## src/rtl/mux_pkg.sv

```systemverilog
// Shared definitions for the select-indexed mux and its round-robin arbiter:
// channel-count helper and arbiter state encoding.
package mux_pkg;

  // Number of mux channels addressed by a select index of the given width.
  function automatic int calc_nch(input int sel_width);
    return 32'sd1 << sel_width;
  endfunction

  // Arbiter state: IDLE waits for any request, BUSY holds a grant until ack.
  typedef enum logic {
    ST_IDLE = 1'b0,
    ST_BUSY = 1'b1
  } state_e;

endpackage

```

## src/rtl/rr_prio_find.sv

```systemverilog
// Wrapping priority finder: returns the first set request bit at or after a
// start index, searching start, start+1, ... and wrapping past NCH-1 to 0.
// The request vector is doubled and shifted down by the start index so the
// search becomes a plain lowest-set-bit find on the rotated vector.
module rr_prio_find
  import mux_pkg::*;
#(
  parameter  int SEL_WIDTH = 4,
  localparam int NCH       = calc_nch(SEL_WIDTH)
) (
  input  logic [NCH-1:0]       req,
  input  logic [SEL_WIDTH-1:0] start,
  output logic                 found,
  output logic [SEL_WIDTH-1:0] idx
);

  logic [2*NCH-1:0]   dbl_s;
  logic [2*NCH-1:0]   shifted_s;
  logic [NCH-1:0]     rot_s;
  logic [SEL_WIDTH-1:0] off_s;

  assign dbl_s     = {req, req};
  assign shifted_s = dbl_s >> start;
  assign rot_s     = shifted_s[NCH-1:0];

  // Lowest set bit of the rotated vector; scanning downward lets the lowest win.
  always_comb begin
    off_s = {SEL_WIDTH{1'b0}};
    for (int i = NCH - 1; i >= 0; i--) begin
      off_s = rot_s[i] ? SEL_WIDTH'(i) : off_s;
    end
  end

  assign found = |rot_s;
  // Offset back into channel space; natural SEL_WIDTH-bit wrap does the modulo.
  assign idx   = start + off_s;

endmodule

```

## src/rtl/rr_sel_arb.sv

```systemverilog
// Round-robin arbiter driving the select of the select-indexed mux.
// Holds each grant until the consumer acks, then rotates to the next
// requester after the one just served; all outputs come straight from flops.
module rr_sel_arb
  import mux_pkg::*;
#(
  parameter  int SEL_WIDTH = 4,
  localparam int NCH       = calc_nch(SEL_WIDTH)
) (
  input  logic                 clk,
  input  logic                 rst,
  input  logic [NCH-1:0]       req_in,
  input  logic                 ack_in,
  output logic [SEL_WIDTH-1:0] sel_out,
  output logic [NCH-1:0]       gnt_out,
  output logic                 vld_out
);

  localparam logic [SEL_WIDTH-1:0] SEL_ONE  = SEL_WIDTH'(1);
  localparam logic [SEL_WIDTH-1:0] SEL_ZERO = {SEL_WIDTH{1'b0}};
  localparam logic [NCH-1:0]       NCH_ONE  = NCH'(1);
  localparam logic [NCH-1:0]       NCH_ZERO = {NCH{1'b0}};

  state_e               state_r, state_nxt_s;
  logic [SEL_WIDTH-1:0] ptr_r, ptr_nxt_s;
  logic [SEL_WIDTH-1:0] sel_r, sel_nxt_s;
  logic [NCH-1:0]       gnt_r, gnt_nxt_s;
  logic                 vld_r, vld_nxt_s;

  logic                 ack_busy_s;
  logic [SEL_WIDTH-1:0] after_sel_s;
  logic [SEL_WIDTH-1:0] start_s;
  logic                 found_s;
  logic [SEL_WIDTH-1:0] found_idx_s;

  assign ack_busy_s  = (state_r == ST_BUSY) && ack_in;
  assign after_sel_s = sel_r + SEL_ONE;
  // On an ack the just-served channel becomes lowest priority; otherwise
  // the search starts from the rotation pointer.
  assign start_s     = ack_busy_s ? after_sel_s : ptr_r;

  rr_prio_find #(
    .SEL_WIDTH (SEL_WIDTH)
  ) u_find (
    .req   (req_in),
    .start (start_s),
    .found (found_s),
    .idx   (found_idx_s)
  );

  // Next-state and next-output decode; grants are sticky until acknowledged.
  always_comb begin
    state_nxt_s = state_r;
    ptr_nxt_s   = ptr_r;
    sel_nxt_s   = sel_r;
    gnt_nxt_s   = gnt_r;
    vld_nxt_s   = vld_r;
    case (state_r)
      ST_IDLE: begin
        if (found_s) begin
          state_nxt_s = ST_BUSY;
          sel_nxt_s   = found_idx_s;
          gnt_nxt_s   = NCH_ONE << found_idx_s;
          vld_nxt_s   = 1'b1;
        end else begin
          gnt_nxt_s   = NCH_ZERO;
          vld_nxt_s   = 1'b0;
        end
      end
      ST_BUSY: begin
        if (ack_in) begin
          ptr_nxt_s = after_sel_s;
          if (found_s) begin
            sel_nxt_s = found_idx_s;
            gnt_nxt_s = NCH_ONE << found_idx_s;
            vld_nxt_s = 1'b1;
          end else begin
            state_nxt_s = ST_IDLE;
            gnt_nxt_s   = NCH_ZERO;
            vld_nxt_s   = 1'b0;
          end
        end else begin
          vld_nxt_s = 1'b1;
        end
      end
      default: begin
        state_nxt_s = ST_IDLE;
        gnt_nxt_s   = NCH_ZERO;
        vld_nxt_s   = 1'b0;
      end
    endcase
  end

  // State, pointer and output registers; reset drops any outstanding grant.
  always_ff @(posedge clk) begin
    if (rst) begin
      state_r <= ST_IDLE;
      ptr_r   <= SEL_ZERO;
      sel_r   <= SEL_ZERO;
      gnt_r   <= NCH_ZERO;
      vld_r   <= 1'b0;
    end else begin
      state_r <= state_nxt_s;
      ptr_r   <= ptr_nxt_s;
      sel_r   <= sel_nxt_s;
      gnt_r   <= gnt_nxt_s;
      vld_r   <= vld_nxt_s;
    end
  end

  assign sel_out = sel_r;
  assign gnt_out = gnt_r;
  assign vld_out = vld_r;

endmodule

```

## config.mk

```make
export PLATFORM = sky130hd
export DESIGN_NAME = rr_sel_arb
export DESIGN_NICKNAME = d
export VERILOG_FILES = /design/src/rtl/mux_pkg.sv /design/src/rtl/rr_prio_find.sv /design/src/rtl/rr_sel_arb.sv
export SDC_FILE = /design/constraint.sdc
export NUM_CORES = 1
export LEC_CHECK = 0
export BUFFER_PORTS_ARGS = -buffer_cell sky130_fd_sc_hd__buf_2
export CORE_MARGIN = 4
export CORE_UTILIZATION = 35
export CTS_CLUSTER_DIAMETER = 50
export DETAILED_ROUTE_END_ITERATION = 8
export SYNTH_ARGS = -nofsm -noshare
export SYNTH_HDL_FRONTEND = slang
export SYNTH_SLANG_ARGS = --single-unit
```

## constraint.sdc

```tcl
create_clock -name clk -period 5 [get_ports clk]
set_input_delay 0.25 -clock clk [delete_from_list [all_inputs] [get_ports clk]]
set_output_delay 0.25 -clock clk [all_outputs]
set_load 0.01 [all_outputs]
```

==> reports/metrics.cfg, run 1 <==
[critical_path]
critPathKind=flop to flop
cp.arrival_ns=4.79
ff2ff_setup_slack_ns=0.42
r2r_end=gnt_out[2]
r2r_start=sel_out[0]
reg2reg_depth=21
endpoint_kind=flop
required_ns=5.21
cp-startpoint=sel_out[0]
cp_max_fo=21
critPathLaunchType=flop
crit_end=gnt_out[2]

[logic_synthesis]
synth_area_sq_mm=0.00211
synth_cell_types=54
synth_most_common_cell=mux2i_1
ys_warn_count=0
ys_seq_elements=25
synth_top_area_share_pct=23.7
yosysSeqAreaShare_pct=23.7
synth_edf_count=0
synth.largest_area_cell=dfxtp_1
avgSynthCellArea_sq_um=9.19
netlist_top_cells_count=42 x mux2i_1, 27 x nor2_1, 25 x dfxtp_1
syn-num-nets=254
syn_inst=230
ys.flop_type=dfxtp_1
synth.area.top_cells=dfxtp_1 24%, mux2i_1 20%, a32o_1 7.1%
synthArstFlopShare_pct=0

[power]
seqPwrFrac_pct=24.9
ir_drop_mv=0.172
power_mw=1.02
power_switching_uw=459
power.share.clock_pct=11.8
swShare_pct=45.2
p_per_area_mw_per_mm2=421
comb_power_share_pct=63.3
cellLeakagePower_nw=1.13
intPower_uw=556

[sta]
worst_pin_slew_ns=1.01
hold_ws_ns=0.298
drv_slew=0
timing_hold_violations_final=0
rsz0062_at_grt=false
fin_crit_sh_pct=91.5
finalClockSkew_ns=0.00579
tns_ns=0
fin_crit_ns=4.58
max_freq_ghz=0.218
setup_viol=0
slew_headroom_pct=32.6

[finish]
layout.nets=290
syn_to_final_growth_pct=14.1
drive_above_1_share_pct=27.5
diodes=0

[grt]
grt_pass1_vias=1771
grt_pass1_wl_mm=8.40
grt-ovfl-total=0
grt_antenna_before_repair=0
grt_max_degree=22
grt_usage_pct=13.8

[floorplanning]
die_w_um=85.7
rows=28
die_h_um=85.7
coreArea_sq_mm=0.00589
top_level_ports=40
die_area_sq_mm=0.00735
start_util_pct=35.9

[job]
maxCapViolations=0

[drt]
dr_total_vias=1837
firstDrtPassIters=5
drc=0
post_drt_wl_per_cell_um=14.4
drt_iter0_markers=88
ant_nets=0
wirelength_mm=4.88
viasPerCell=5.40

[cts]
postCtsSetupBuffers=0
cts_hold_buf=0
cts_sinks=25
cts-resized-gates=0
clk-insertion-delay-late_ns=0.27
cts-root-buf=clkbuf_8
cts_inserted_buffers=3
cts_buffer_depth=2
clk_pin_slew_worst_paths_ns=0.08
tritoncts=done
cts_max_level=1

[min_path]
hold_path_class=primary input to flop

[placement]
hpwl_mm=3.94
io_buffers=39
gp_congestion=0.989

[outcome]
run_status=completed

[flip-flops by register name, indices dropped and copies added (netlist names)]
signal,count
gnt_out,16
ptr_r,4
sel_out,4
vld_out,1
[kinds of logic (layout without fill, tap and decap cells)]
group           after synthesis  count (layout)  synth area share (%)
buf+inv                      20              55                  5.09
mux                          56              56                  27.5
flops                        25              25                  23.7
simple gates                 66              66                  15.1
xor+xnor                      8               8                  4.91
fa+ha+maj                     5               5                  3.32
compound gates               50              50                  20.4
[metrics by stage]
step,instances,area (sq um),worst slack [ns],utilization (%)
after detailed placement,336,2360,0.448,40.1
after global routing,340,2410,0.0355,41.0
after floorplan,230,2110,0.663,-
after global placement,336,2360,0.476,40.1
after CTS,340,2410,0.425,41.0
final,340,2410,0.423,41.0
[power by group through the flow]
| stage | Sequential (mW) | Combinational, mW | Clock (mW) |
|---|---|---|---|
| final | 0.253 | 0.643 | 0.120 |
| after detailed placement | 0.258 | 0.638 | 0 |
| after global routing | 0.258 | 0.713 | 0.135 |
| after CTS | 0.253 | 0.640 | 0.125 |
| after global placement | 0.257 | 0.637 | 0 |
| after floorplan | 0.269 | 0.487 | 0 |
[per-layer routing]
layer	wire length, um	track usage [%]	share of wire [%]	vias up
li1	-	-	-	941
met1	2370	18.9	48	846
met2	2240	22.5	46	44
met3	200	1.06	4.1	6
met4	76	5.04	1.6	0
met5	0	0	0	-
[placed cells by master, fill, tap and decap left out, types with 3 or more instances in the layout]
cell	netlist	routed
mux2i_1	42	41
clkbuf_8	0	3
a211oi_1	7	7
ha_1	4	4
buf_2	4	39
o21ai_0	3	3
nor3_1	8	8
buf_4	1	5
inv_1	7	7
nand3_1	4	4
a32o_1	15	15
nor2_1	27	27
mux2_2	13	13
nand3b_1	3	3
xor2_1	3	3
dfxtp_1	25	25
nand2_1	11	11
or3_1	3	3
[worst max-delay path: stages, from the launching register on]
cell and delay, ns:
dfxtp_1 0.43, ha_1 0.19, xnor2_1 0.11, nor2_1 0.06, a21oi_2 0.10, buf_4 0.31, mux2i_1 0.37, mux2i_1 0.18
a211oi_1 0.32, nor2_1 0.08, o21ai_0 0.16, a32o_1 0.17, o21ai_0 0.10, a211oi_1 0.25, a21o_1 0.11, ha_1 0.15
inv_1 0.06, fa_1 0.41, xor2_1 0.19, xnor2_1 0.19, and3b_1 0.36, a32o_1 0.21
[cell type report]
class                   instances  area [sq um]
fillers                       584          3470
multi-input cells             185          1510
flip-flops and latches         25           500
repair buffers                 44           233
well taps                      75          93.8
clock buffers                   3          41.3
inverters                       7          26.3
clock inverters                 1          7.51
[how the worst min path moves through the flow]
stage / startpoint / end / slack (ns) / cells after the start
2_1_floorplan: ack_in / vld_out / 0.48 / 2
3_3_place_gp: gnt_out[3] / gnt_out[3] / 0.45 / 1
3_5_place_dp: gnt_out[4] / gnt_out[4] / 0.45 / 1
4_1_cts: rst / ptr_r[2] / 0.30 / 2
5_1_grt: rst / ptr_r[2] / 0.32 / 2
6_report: rst / sel_out[0] / 0.30 / 2
(Power assumes the default switching activity.)
==> run 2: changes to the inputs <==
- RECOVER_POWER: unset -> 50
==> run 2 against run 1 <==
Compared with the run above: critical path depth did not move; clock-buffer cell count did not move; wire length rose by 0.94%; clock power barely moved; via count rose by 0.93%; die area did not move; total power fell by 0.97%; fmax fell by 0.20%; worst hold slack improved by 0.0011 ns; clock skew barely moved; global-route usage did not move; sequential share of layout area rose by 0.26 points; highest routed layer unchanged.
==> reports/metrics.cfg, run 2 (synthesis gave the netlist of run 1 again) <==
[drt]
viasPerCell=5.45
drt_iter0_markers=106
ant_nets=0
post_drt_wl_per_cell_um=14.5
drc=0
wirelength_mm=4.93
dr_total_vias=1854
firstDrtPassIters=5

[floorplanning]
die_w_um=85.7
rows=28
die_h_um=85.7
start_util_pct=35.9
coreArea_sq_mm=0.00589
die_area_sq_mm=0.00735
top_level_ports=40

[finish]
drive_above_1_share_pct=19.2
multi_input_area_sq_mm=0.00151
final_common_cell=mux2i_1
layout.nets=290
final_cell_area_sq_mm=0.00238
largest_reg_flops=16
final_util_pct=40.5
diodes=0
fin_cells=340
final_cell_mix=42 x mux2i_1, 27 x nor2_1, 25 x dfxtp_1, 21 x clkbuf_1, 18 x buf_2
fillers=596
regArea_sq_um=500
syn_to_final_growth_pct=12.7

[power]
cellLeakagePower_nw=1.04
power_switching_uw=458
seqPwrFrac_pct=25.2
swShare_pct=45.6
power_mw=1.01
intPower_uw=547
power.share.clock_pct=11.9
comb_power_share_pct=62.9
ir_drop_mv=0.165
p_per_area_mw_per_mm2=422

[min_path]
hold_path_class=primary input to flop

[sta]
tns_ns=0
fin_crit_sh_pct=91.7
finalClockSkew_ns=0.00581
drv_slew=0
max_freq_ghz=0.218
slew_headroom_pct=33.8
rsz0062_at_grt=false
worst_pin_slew_ns=0.989
fin_crit_ns=4.59
timing_hold_violations_final=0
final.setup.worst_slack_ns=0.414
hold_ws_ns=0.299
setup_viol=0

[critical_path]
cp_max_fo=21
critPathMaxStageDelay_ns=0.43
cp.arrival_ns=4.80
ff2ff_setup_slack_ns=0.41
critPathTopFamily=compound AO/OA/AOI/OAI gates
slowest_stage=dfxtp_1
required_ns=5.21
endpoint_kind=flop
path_buf_inv=2
cp_cell_sequence=ha_1 > xnor2_1 > nor2_1 > a21oi_2 > buf_4 > mux2i_1 > mux2i_1 > a211oi_1 > nor2_1 > o21ai_0 > a32o_1 > o21ai_0 > a211oi_1 > a21o_1 > ha_1 > inv_1 > fa_1 > xor2_1 > xnor2_1 > and3b_1 > a32o_1
critPathKind=flop to flop
critPathLaunchType=flop

[cts]
postCtsSetupBuffers=0
cts_sinks=25
cts_hold_buf=0
cts-root-buf=clkbuf_8
tritoncts=done
cts_max_level=1
cts-resized-gates=0
cts_inserted_buffers=3
clk-insertion-delay-late_ns=0.27
cts_buffer_depth=2
clk_pin_slew_worst_paths_ns=0.08

[grt]
grt_antenna_before_repair=0
grt_usage_pct=13.8
grt_pass1_wl_mm=8.40
grt_max_degree=22
grt-ovfl-total=0
grt_pass1_vias=1771

[outcome]
run_status=completed

[placement]
place_ws_ns=0.448
dp_cells=336
place_area_sq_mm=0.00236
io_buffers=39
gp_congestion=0.989
hpwl_mm=3.94

[job]
maxCapViolations=0

run 2: cell count changes in the layout (fill, tap and decap cells not counted), sizes merged:
cell / before / now
clkbuf: 3 / 24
buf: 44 / 23
run 2: power groups by stage:
stage	sequential [mW]	combinational [mW]	clock (mW)
finish	0.253	0.632	0.120
global route	0.258	0.702	0.135
CTS	0.253	0.640	0.125
detailed placement	0.258	0.638	0
global placement	0.257	0.637	0
floorplan	0.269	0.487	0
run 2: final cells by class:
type | count | share of cell area [%]
inverter | 7 | 1.10
timing repair buffer | 44 | 8.67
sequential | 25 | 21.0
tap | 75 | 3.94
clock buffer | 3 | 1.73
multi-input combinational | 185 | 63.2
clock inverter | 1 | 0.315
run 2: path summary, 6_finish.rpt:
kind / startpoint / endpoint / depth (start not counted)
setup / recovery: sel_out[0] / gnt_out[2] / 21
hold reg to reg: gnt_out[1] / gnt_out[1] / 1
setup reg to reg: sel_out[0] / gnt_out[2] / 21
hold / removal: rst / sel_out[0] / 2
run 2: layer usage:
layer / vias to the layer above / wire (um) / track usage (%)
met4: 0 / 93 / 5.04
met2: 60 / 2220 / 22.5
met3: 8 / 267 / 1.06
met1: 845 / 2340 / 18.9
met5: - / 0 / 0
li1: 941 / - / -
